<file path="src/rtl/spi_slave_rx.sv">
// -----------------------------------------------------------------------------
// spi_slave_rx
//
// Purpose
//   SPI slave receiver. The SPI pins are brought into the system clock domain
//   through 2-flop synchronisers. Sampling and launch edges are detected on
//   the synchronised sclk. Serial words (MSB first) are assembled and pushed
//   into a small receive FIFO that is drained with a valid/ready handshake.
//   Supports all four SPI modes. The system clock must run at least 4x sclk.
//
// Optional feature
//   Define SPI_SLAVE_RX_ECHO_EN to enable the MISO echo. The slave then shifts
//   the most recently completed word back out on spi_miso. Without the macro,
//   spi_miso is tied to 0 and no TX register exists.
//
// Parameters
//   WORD_W     : bits per received word (8..32)
//   FIFO_DEPTH : receive FIFO entries (power of two, >= 2)
//   SPI_MODE   : 0..3, CPOL = bit 1, CPHA = bit 0
//
// Ports
//   clock     : system clock, all logic on the rising edge
//   reset     : synchronous, active-high reset
//   spi_sclk  : SPI clock (asynchronous to clock)
//   spi_mosi  : serial data in, MSB first
//   spi_cs    : chip select, active-low
//   spi_miso  : serial data out (echo feature, otherwise 0)
//   out_data  : FIFO head word
//   out_valid : FIFO non-empty
//   out_ready : consumer accepts the head word
//   overflow  : one-cycle pulse when a completed word is dropped (FIFO full)
//   frame_err : one-cycle pulse when cs deasserts in the middle of a word
// -----------------------------------------------------------------------------
module spi_slave_rx #(
  parameter int WORD_W     = 16,
  parameter int FIFO_DEPTH = 4,
  parameter int SPI_MODE   = 0
) (
  input  logic              clock,
  input  logic              reset,
  input  logic              spi_sclk,
  input  logic              spi_mosi,
  input  logic              spi_cs,
  output logic              spi_miso,
  output logic [WORD_W-1:0] out_data,
  output logic              out_valid,
  input  logic              out_ready,
  output logic              overflow,
  output logic              frame_err
);

  localparam logic CPOL = SPI_MODE[1];
  localparam logic CPHA = SPI_MODE[0];
  // Mode 0 and mode 3 sample on the rising edge. Mode 1 and mode 2 sample
  // on the falling edge.
  localparam logic SAMPLE_RISE = (CPOL == CPHA);

  localparam int CNT_W = $clog2(WORD_W);
  localparam int AW    = $clog2(FIFO_DEPTH);

  localparam logic [CNT_W-1:0] LAST_BIT = CNT_W'(WORD_W - 1);
  localparam logic [AW:0]      FULL_CNT = (AW + 1)'(FIFO_DEPTH);
  localparam logic [AW:0]      ONE_CNT  = (AW + 1)'(1);

  localparam logic [0:0] IDLE   = 1'b0;
  localparam logic [0:0] ACTIVE = 1'b1;

  // Synchroniser bit order is {cs, sclk, mosi}. The idle levels keep the
  // edge detector quiet when reset is released.
  localparam logic [2:0] SYNC_IDLE = {1'b1, CPOL, 1'b0};

  // ---------------------------------------------------------------------------
  // Input synchronisers and sclk edge detection
  // ---------------------------------------------------------------------------
  logic [2:0] sync1_reg;
  logic [2:0] sync2_reg;
  logic       sclk_prev_reg;

  always_ff @(posedge clock) begin
    if (reset) begin
      sync1_reg     <= SYNC_IDLE;
      sync2_reg     <= SYNC_IDLE;
      sclk_prev_reg <= CPOL;
    end else begin
      sync1_reg     <= {spi_cs, spi_sclk, spi_mosi};
      sync2_reg     <= sync1_reg;
      sclk_prev_reg <= sync2_reg[1];
    end
  end

  logic cs_s;
  logic sclk_s;
  logic mosi_s;
  logic sclk_rise;
  logic sclk_fall;
  logic sample_edge;

  assign cs_s   = sync2_reg[2];
  assign sclk_s = sync2_reg[1];
  assign mosi_s = sync2_reg[0];

  assign sclk_rise   = sclk_s & ~sclk_prev_reg;
  assign sclk_fall   = ~sclk_s & sclk_prev_reg;
  assign sample_edge = SAMPLE_RISE ? sclk_rise : sclk_fall;

  // ---------------------------------------------------------------------------
  // Receive FSM and shift register
  // ---------------------------------------------------------------------------
  logic [0:0]        state_reg;
  logic [0:0]        state_next;
  logic [CNT_W-1:0]  bit_cnt_reg;
  logic [CNT_W-1:0]  bit_cnt_next;
  // Only WORD_W-1 bits are held. The final bit goes straight into the
  // pushed word, so no register bit is left unread.
  logic [WORD_W-2:0] shift_reg;
  logic [WORD_W-2:0] shift_next;
  logic [WORD_W-1:0] shifted;
  logic              word_done;
  logic              frame_err_next;

  assign shifted = {shift_reg, mosi_s};

  always_comb begin
    state_next     = state_reg;
    bit_cnt_next   = bit_cnt_reg;
    shift_next     = shift_reg;
    word_done      = 1'b0;
    frame_err_next = 1'b0;
    case (state_reg)
      IDLE: begin
        if (!cs_s) begin
          state_next   = ACTIVE;
          bit_cnt_next = '0;
        end
      end
      default: begin
        if (cs_s) begin
          // A cs release takes priority over any edge in the same cycle.
          // A partial word is simply abandoned.
          state_next     = IDLE;
          bit_cnt_next   = '0;
          frame_err_next = (bit_cnt_reg != '0);
        end else if (sample_edge) begin
          shift_next = shifted[WORD_W-2:0];
          if (bit_cnt_reg == LAST_BIT) begin
            bit_cnt_next = '0;
            word_done    = 1'b1;
          end else begin
            bit_cnt_next = bit_cnt_reg + 1'b1;
          end
        end
      end
    endcase
  end

  always_ff @(posedge clock) begin
    if (reset) begin
      state_reg     <= IDLE;
      bit_cnt_reg   <= '0;
      shift_reg     <= '0;
      frame_err     <= 1'b0;
    end else begin
      state_reg     <= state_next;
      bit_cnt_reg   <= bit_cnt_next;
      shift_reg     <= shift_next;
      frame_err     <= frame_err_next;
    end
  end

  // ---------------------------------------------------------------------------
  // Receive FIFO
  // ---------------------------------------------------------------------------
  logic [WORD_W-1:0] mem [FIFO_DEPTH];
  logic [AW-1:0]     wr_ptr_reg;
  logic [AW-1:0]     rd_ptr_reg;
  logic [AW-1:0]     rd_ptr_plus1;
  logic [AW:0]       count_reg;
  logic [WORD_W-1:0] head_reg;
  logic              pop;
  logic              full;
  logic              push_ok;
  logic              overflow_next;

  assign out_valid     = (count_reg != '0);
  assign out_data      = head_reg;
  assign pop           = out_valid & out_ready;
  assign full          = (count_reg == FULL_CNT);
  // A push into a full FIFO is accepted only when the head leaves in the
  // same cycle.
  assign push_ok       = word_done & (~full | pop);
  assign overflow_next = word_done & full & ~pop;
  assign rd_ptr_plus1  = rd_ptr_reg + 1'b1;

  always_ff @(posedge clock) begin
    if (push_ok) begin
      mem[wr_ptr_reg] <= shifted;
    end
  end

  always_ff @(posedge clock) begin
    if (reset) begin
      wr_ptr_reg <= '0;
      rd_ptr_reg <= '0;
      count_reg  <= '0;
      head_reg   <= '0;
      overflow   <= 1'b0;
    end else begin
      overflow <= overflow_next;
      if (push_ok) begin
        wr_ptr_reg <= wr_ptr_reg + 1'b1;
      end
      if (pop) begin
        rd_ptr_reg <= rd_ptr_plus1;
      end
      case ({push_ok, pop})
        2'b10:   count_reg <= count_reg + 1'b1;
        2'b01:   count_reg <= count_reg - 1'b1;
        default: count_reg <= count_reg;
      endcase
      // The head is a registered copy of mem[rd_ptr]. A pushed word bypasses
      // the array when it becomes the new head in the same cycle. When
      // count > 1 the next entry is already in the array. That entry is never
      // the slot being written this cycle.
      if (pop) begin
        if (count_reg != ONE_CNT) begin
          head_reg <= mem[rd_ptr_plus1];
        end else if (push_ok) begin
          head_reg <= shifted;
        end
      end else if (push_ok && (count_reg == '0)) begin
        head_reg <= shifted;
      end
    end
  end

  // ---------------------------------------------------------------------------
  // MISO echo
  // ---------------------------------------------------------------------------
`ifdef SPI_SLAVE_RX_ECHO_EN
  logic [WORD_W-1:0] last_word_reg;
  logic [WORD_W-1:0] tx_reg;
  logic              skip_reg;
  logic              launch_edge;
  logic              enter_active;

  assign launch_edge  = SAMPLE_RISE ? sclk_fall : sclk_rise;
  assign enter_active = (state_reg == IDLE) & ~cs_s;

  // skip_reg swallows the launch edge that does not belong to the freshly
  // loaded word. This happens in two cases:
  //  - At a word boundary, it is the trailing edge of the last bit (CPHA=0)
  //    or the leading edge of the first bit (CPHA=1). In both cases the MSB
  //    is already presented by the load.
  //  - On cs entry with CPHA=1, it is the first leading edge.
  // On cs entry with CPHA=0, no edge precedes the first sample, so nothing
  // is skipped.
  always_ff @(posedge clock) begin
    if (reset) begin
      last_word_reg <= '0;
      tx_reg        <= '0;
      skip_reg      <= 1'b0;
    end else begin
      if (word_done) begin
        last_word_reg <= shifted;
        tx_reg        <= shifted;
        skip_reg      <= 1'b1;
      end else if (enter_active) begin
        tx_reg   <= last_word_reg;
        skip_reg <= CPHA;
      end else if (launch_edge && (state_reg == ACTIVE)) begin
        if (skip_reg) begin
          skip_reg <= 1'b0;
        end else begin
          tx_reg <= {tx_reg[WORD_W-2:0], 1'b0};
        end
      end
    end
  end

  assign spi_miso = (state_reg == ACTIVE) & tx_reg[WORD_W-1];
`else
  assign spi_miso = 1'b0;
`endif

endmodule

</file>
<file path="config.mk">
export PLATFORM = sky130hd
export DESIGN_NAME = spi_slave_rx
export DESIGN_NICKNAME = d
export VERILOG_FILES = /design/src/rtl/spi_slave_rx.sv
export SDC_FILE = /design/constraint.sdc
export NUM_CORES = 1
export LEC_CHECK = 0
export BUFFER_PORTS_ARGS = -buffer_cell sky130_fd_sc_hd__buf_2
export CAP_MARGIN = 0
export CORE_UTILIZATION = 65
export DETAILED_ROUTE_END_ITERATION = 8
export PLACE_DENSITY = 0.95
export SYNTH_ARGS = -nofsm -noshare
export SYNTH_HDL_FRONTEND = slang
export SYNTH_SLANG_ARGS = --single-unit
export TNS_END_PERCENT = 5
</file>
<file path="constraint.sdc">
create_clock -name clock -period 4.04 [get_ports clock]
set_clock_uncertainty 0.15 [all_clocks]
set_input_delay 0.404 -clock clock [delete_from_list [all_inputs] [get_ports clock]]
set_output_delay 0.404 -clock clock [all_outputs]
set_load 0.005 [all_outputs]
</file>
* Word level (Yosys, flattened, before mapping)
Memories as Yosys holds them, arrays and structs flattened.
Index checks and enable logic that the tools add are counted.
W data, S select, Z words.
** Cells by class
- Add/subtract/negate cells :: 5
- Multiply operators :: 0
- Divide/modulo/power cells :: 0
- $lt $le $gt $ge :: 0
- Equality and inequality tests :: 8
- Shift-type cells :: 0
- Mux-type cells :: 17
- Bitwise gates (word level) :: 11
- Reduce and logical (&&, ||, !) cells :: 10
** Operators with widths (count)
- $mux W16 :: 4
- $mux W4 :: 5
- $mux W1 :: 7
- $ne A3 B1 Y1 const B :: 2
- $pmux W3 S2 :: 1
- $and A1 B1 Y1 :: 5
- $not A1 Y1 :: 5
- $add A2 B1 Y2 const B :: 2
- $add A4 B1 Y4 const B :: 1
- $eq A4 B4 Y1 const B :: 1
- $reduce_and A2 Y1 :: 2
- $reduce_bool A2 Y1 :: 2
- $reduce_bool A4 Y1 :: 1
- $add A3 B1 Y3 const B :: 1
- $eq A3 B3 Y1 const B :: 1
- $logic_not A3 Y1 :: 1
- $ne A3 B3 Y1 const B :: 1
- $reduce_and A3 Y1 :: 1
- $reduce_bool A3 Y1 :: 1
- $reduce_or A3 Y1 :: 1
- $sub A3 B1 Y3 const B :: 1
- $eq A2 B1 Y1 const B :: 1
- $eq A2 B2 Y1 const B :: 1
- $ne A2 B1 Y1 const B :: 1
- 2 further kinds :: 2
** Word-level totals
- Bits in registers :: 52
- Bits in latches :: 0
- RAM bits :: 64
- ROM bits :: 0
- Input port bits :: 6
- Output and inout bits :: 20
- Word-level logic and storage cells :: 64
- Memories kept :: 1
** Memory list
- mem :: words 4, bits a word 16, read ports 1, clocked after Yosys merged registers in 0, write ports 1, RTL line 173 : logic [WORD_W-1:0] mem [FIFO_DEPTH];

* Longest topological paths before layout
- Depth after elaboration :: 9
- Depth in mapped cells :: 8
- Depth with buffers taken out :: 6

* Least setup slack after synthesis
No wires, ideal clock.
- Path type :: register -> register
- From :: register bit_cnt_reg[0]
- To :: memory mem[0][0], enable pin
- Data arrival time :: 1580 ps
- Data required time :: 3516 ps
- Setup slack :: 1937 ps
- Cell stages (with the launch flop) :: 6
- Path buffers :: 1
- Cells stage by stage :: dfxtp_1 ha_1 and3_1 and3_1 buf_2 and2_1
** Between the ends
- Longest elaborated chain between the ends :: 8
** RTL lines
- start, declared :: RTL line 111 : logic [CNT_W-1:0] bit_cnt_reg;
- start signal, assigned :: RTL line 164 : bit_cnt_reg <= bit_cnt_next;
- $eq A4 B4 Y1 :: RTL line 145 : if (bit_cnt_reg == LAST_BIT) begin
- $mux W1 :: RTL line 145
- $mux W1 :: RTL line 143 : end else if (sample_edge) begin
- $mux W1 :: RTL line 137 : if (cs_s) begin
- $mux W1 :: RTL line 129 : case (state_reg)
- $and A1 B1 Y1 :: RTL line 190 : assign push_ok = word_done & (~full | pop);
- $mux W1 :: RTL line 195 : if (push_ok) begin
- $mux W1 (implied by the code) :: RTL line 196 : mem[wr_ptr_reg] <= shifted;
- end, declared :: RTL line 173
No other way between the ends.

* Worst setup path after layout
- From :: register count_reg[0]
- To :: register head_reg[10], in the netlist out_data[10]
** Between the ends
- Longest elaborated chain between the ends :: 7
- Elaborated cells between the ends (all ways) :: 14
- Classes of those cells :: 3 x eq/ne; 2 x mux; 4 x bitwise; 5 x reduce/logical
** RTL lines
- start, declared :: RTL line 177 : logic [AW:0] count_reg;
- start signal, assigned :: RTL line 216 : 2'b10: count_reg <= count_reg + 1'b1;
- start signal, assigned :: RTL line 217 : 2'b01: count_reg <= count_reg - 1'b1;
- start signal, assigned :: RTL line 218 : default: count_reg <= count_reg;
- $reduce_bool A3 Y1 or $eq A3 B3 Y1 (tied branches) :: RTL line 184, 187
- $and A1 B1 Y1 or $not A1 Y1 (tied branches) :: RTL line 186, 190
- $or A1 B1 Y1 :: RTL line 190
- $and A1 B1 Y1 :: RTL line 190
- $logic_and A1 B1 Y1 :: RTL line 230 : end else if (push_ok && (count_reg == '0)) begin
- $reduce_bool A2 Y1 (no source line)
- $reduce_and A2 Y1 (no source line)
- end signal, assigned :: RTL line 226 : head_reg <= mem[rd_ptr_plus1];
- end signal, assigned :: RTL line 228 : head_reg <= shifted;
- end signal, assigned :: RTL line 231 : head_reg <= shifted;
- end, declared :: RTL line 178 : logic [WORD_W-1:0] head_reg;
Several ways; a longest one is shown, not always the timed one.
A chain may end at the register's enable or synchronous reset.

==> flow_summary.json <==
{
  "ys_warn_count": 0,
  "clock_latency_ns": 0.52,
  "root_buffer": "clkbuf_8",
  "drv_cap": 0,
  "fin_tns_setup_ns": 0,
  "grt_start_max_net_pins": 54,
  "row_count": 30,
  "start_kind": "register",
  "ant_nets": 0,
  "clk_pin_slew_ns": 0.05,
  "clkSinkCount": 116,
  "cts_buffer_depth": 2,
  "status": "completed",
  "avgRoutedWirePerCell_um": 20.5,
  "core-area_um2": 6910,
  "slew_headroom_pct": 22.9,
  "cp-end-kind": "register",
  "worstPathMaxFanout": 17,
  "die_x_um": 87.3,
  "powerDensity_nw_per_um2": 637,
  "syn_inst": 356,
  "cts_buffers": 17,
  "drive_above_1_share_pct": 22.4,
  "wl_mm": 10.0,
  "synth.area.top_cells": "edfxtp_1 41%, dfxtp_1 22%, mux4_2 7.6%",
  "worst_hold_path_type": "input pin to register",
  "syn2layout_area_growth_pct": 14.7,
  "ir_worst_vdd_mv": 0.522,
  "synth_top_cell_by_area": "edfxtp_1",
  "synth-seq-cells": 116,
  "n_antenna_cell": 0,
  "asyncSetResetFlopFracSynth_pct": 0,
  "portBuffers": 24,
  "h-tree-depth": 4,
  "ys_top_cells_by_count": "65 x nand2_1, 64 x edfxtp_1, 52 x dfxtp_1",
  "largest_reg_flops": 64,
  "routed_via_density": 6.32,
  "hold_viol_final": 0,
  "synth_edf_count": 64,
  "grt_overflow": 0,
  "grt_pass1_vias": 3050,
  "path_class": "register to register",
  "rsz0062_at_grt": "no",
  "syn_area_per_cell_um2": 13.3,
  "cts_tree": "done",
  "synth_nets": 372,
  "synth_ff_type": "edfxtp_1",
  "drt_pass1_iterations": 5,
  "fmax_ghz": 0.361,
  "dpl_cell_area_um2": 4830,
  "period_needed_ns": 2.77,
  "synth_cell_type_count": 46,
  "final_nets": 396,
  "crit_family": "compound AO/OA/AOI/OAI gates",
  "drcViolationCount": 0,
  "io_pins": 26,
  "dp_hpwl_mm": 5.71,
  "critPathBufInv": 1,
  "drtIter0Drc": 413,
  "synth_top_cell_area_share_pct": 40.6,
  "place_congestion": 0.765,
  "worstMarginPinSlew_ns": 1.16,
  "critical_path_arrival_ns": 2.95,
  "synth.most_common_cell": "nand2_1",
  "final_cell_area_um2": 5420,
  "p_leak_nw": 1.87,
  "die-area_um2": 7620,
  "yosysSeqAreaShare_pct": 62.7,
  "p_total_mw": 3.45,
  "vias": 3091,
  "period_share_pct": 68.6,
  "initial_core_util_pct": 68.5,
  "antenna_found_initial": 0,
  "gr-usage-all-layers_pct": 29.4,
  "slew_violations": 0,
  "die_y_um": 87.3,
  "crit_required_ns": 4.22,
  "slowest_delay_ns": 0.75,
  "crit_slowest_cell": "and2_1",
  "grt_pass1_wl_mm": 16.0,
  "path_cells": "inv_1 > ha_1 > o21ba_4 > o22ai_4 > and2_1 > a311oi_1",
  "finalSetupViolCount": 0,
  "syn_area_um2": 4730
}
==> routing by layer <==
metal | vias up | wire [um] | GRT usage [%]
met5 | - | 0 | 0
met3 | 31 | 923 | 8.63
met4 | 0 | 230 | 15.5
li1 | 1352 | - | -
met2 | 212 | 4790 | 44.3
met1 | 1496 | 4100 | 38.7
==> logic make-up after synthesis <==
kind of cell    synth area share (%)
flops                           62.7
xor+xnor                       0.556
simple gates                    11.5
fa+ha+maj                       2.65
mux                             8.28
buf+inv                         3.62
other cells                   0.0793
compound gates                  10.6
==> what timing repair did <==
action,CTS,global route
resized for setup,0,0
buffers inserted,0,0
endpoints found under the hold margin,3,0
hold buffers,3,0
endpoints found under the setup margin,0,0
==> final cells by class <==
| cell class | count | area [um^2] |
|---|---|---|
| inverter | 7 | 26.3 |
| timing repair buffer | 28 | 158 |
| clock buffer | 19 | 422 |
| clock inverter | 13 | 140 |
| sequential | 116 | 2960 |
| fill | 367 | 1480 |
| tap | 96 | 120 |
| multi-input combinational | 210 | 1590 |
==> worst reg2reg max path: cells and delay by family (launching register included) <==
kind                       cells  cell delay, ns
AOI/OAI and AO/OA              3            0.95
adders and majority gates      1            0.26
and+or+nand+nor                1            0.75
DFF                            1            0.38
buffers and inverters          1            0.10
==> worst paths after layout <==
path,from,to,slack (ns),depth (start not counted)
max reg2reg,count_reg[0],out_data[10],1.27,6
min reg2reg,sync1_reg[2],sync2_reg[2],0.26,1
min,out_ready,overflow,0.21,3
max,count_reg[0],out_data[10],1.27,6
==> report_power, final <==
| group | switching [mW] | internal (mW) | leakage [nW] |
|---|---|---|---|
| Combinational | 0.341 | 0.279 | 0.583 |
| Clock | 0.502 | 0.923 | 0.271 |
| Sequential | 0.0965 | 1.31 | 1.01 |
| Total | 0.940 | 2.51 | 1.87 |
==> cell usage in the layout, fill, tap and decap left out, types with 5 or more instances in the layout <==
master     instances
a311oi_1           6
dfxtp_1           52
inv_1              6
a311oi_2          10
nand2_1           65
edfxtp_1          64
buf_2             24
clkbuf_16         16
a21oi_1           35
nor2_1            12
and2_1             5
ha_1              10
nor2b_1            7
mux4_2            16
==> stage by stage <==
step / instances / setup slack, ns / utilization, % / hold WS, ns
2_1_floorplan: 356 / 1.94 / - / 0.239
3_3_place_gp: 454 / 1.55 / 69.9 / 0.245
3_5_place_dp: 454 / 1.35 / 69.9 / 0.252
4_1_cts: 489 / 1.28 / 78.5 / 0.186
5_1_grt: 489 / 1.14 / 78.5 / 0.211
6_report: 489 / 1.27 / 78.5 / 0.214
Note: power is estimated with default switching activity, not from simulation.
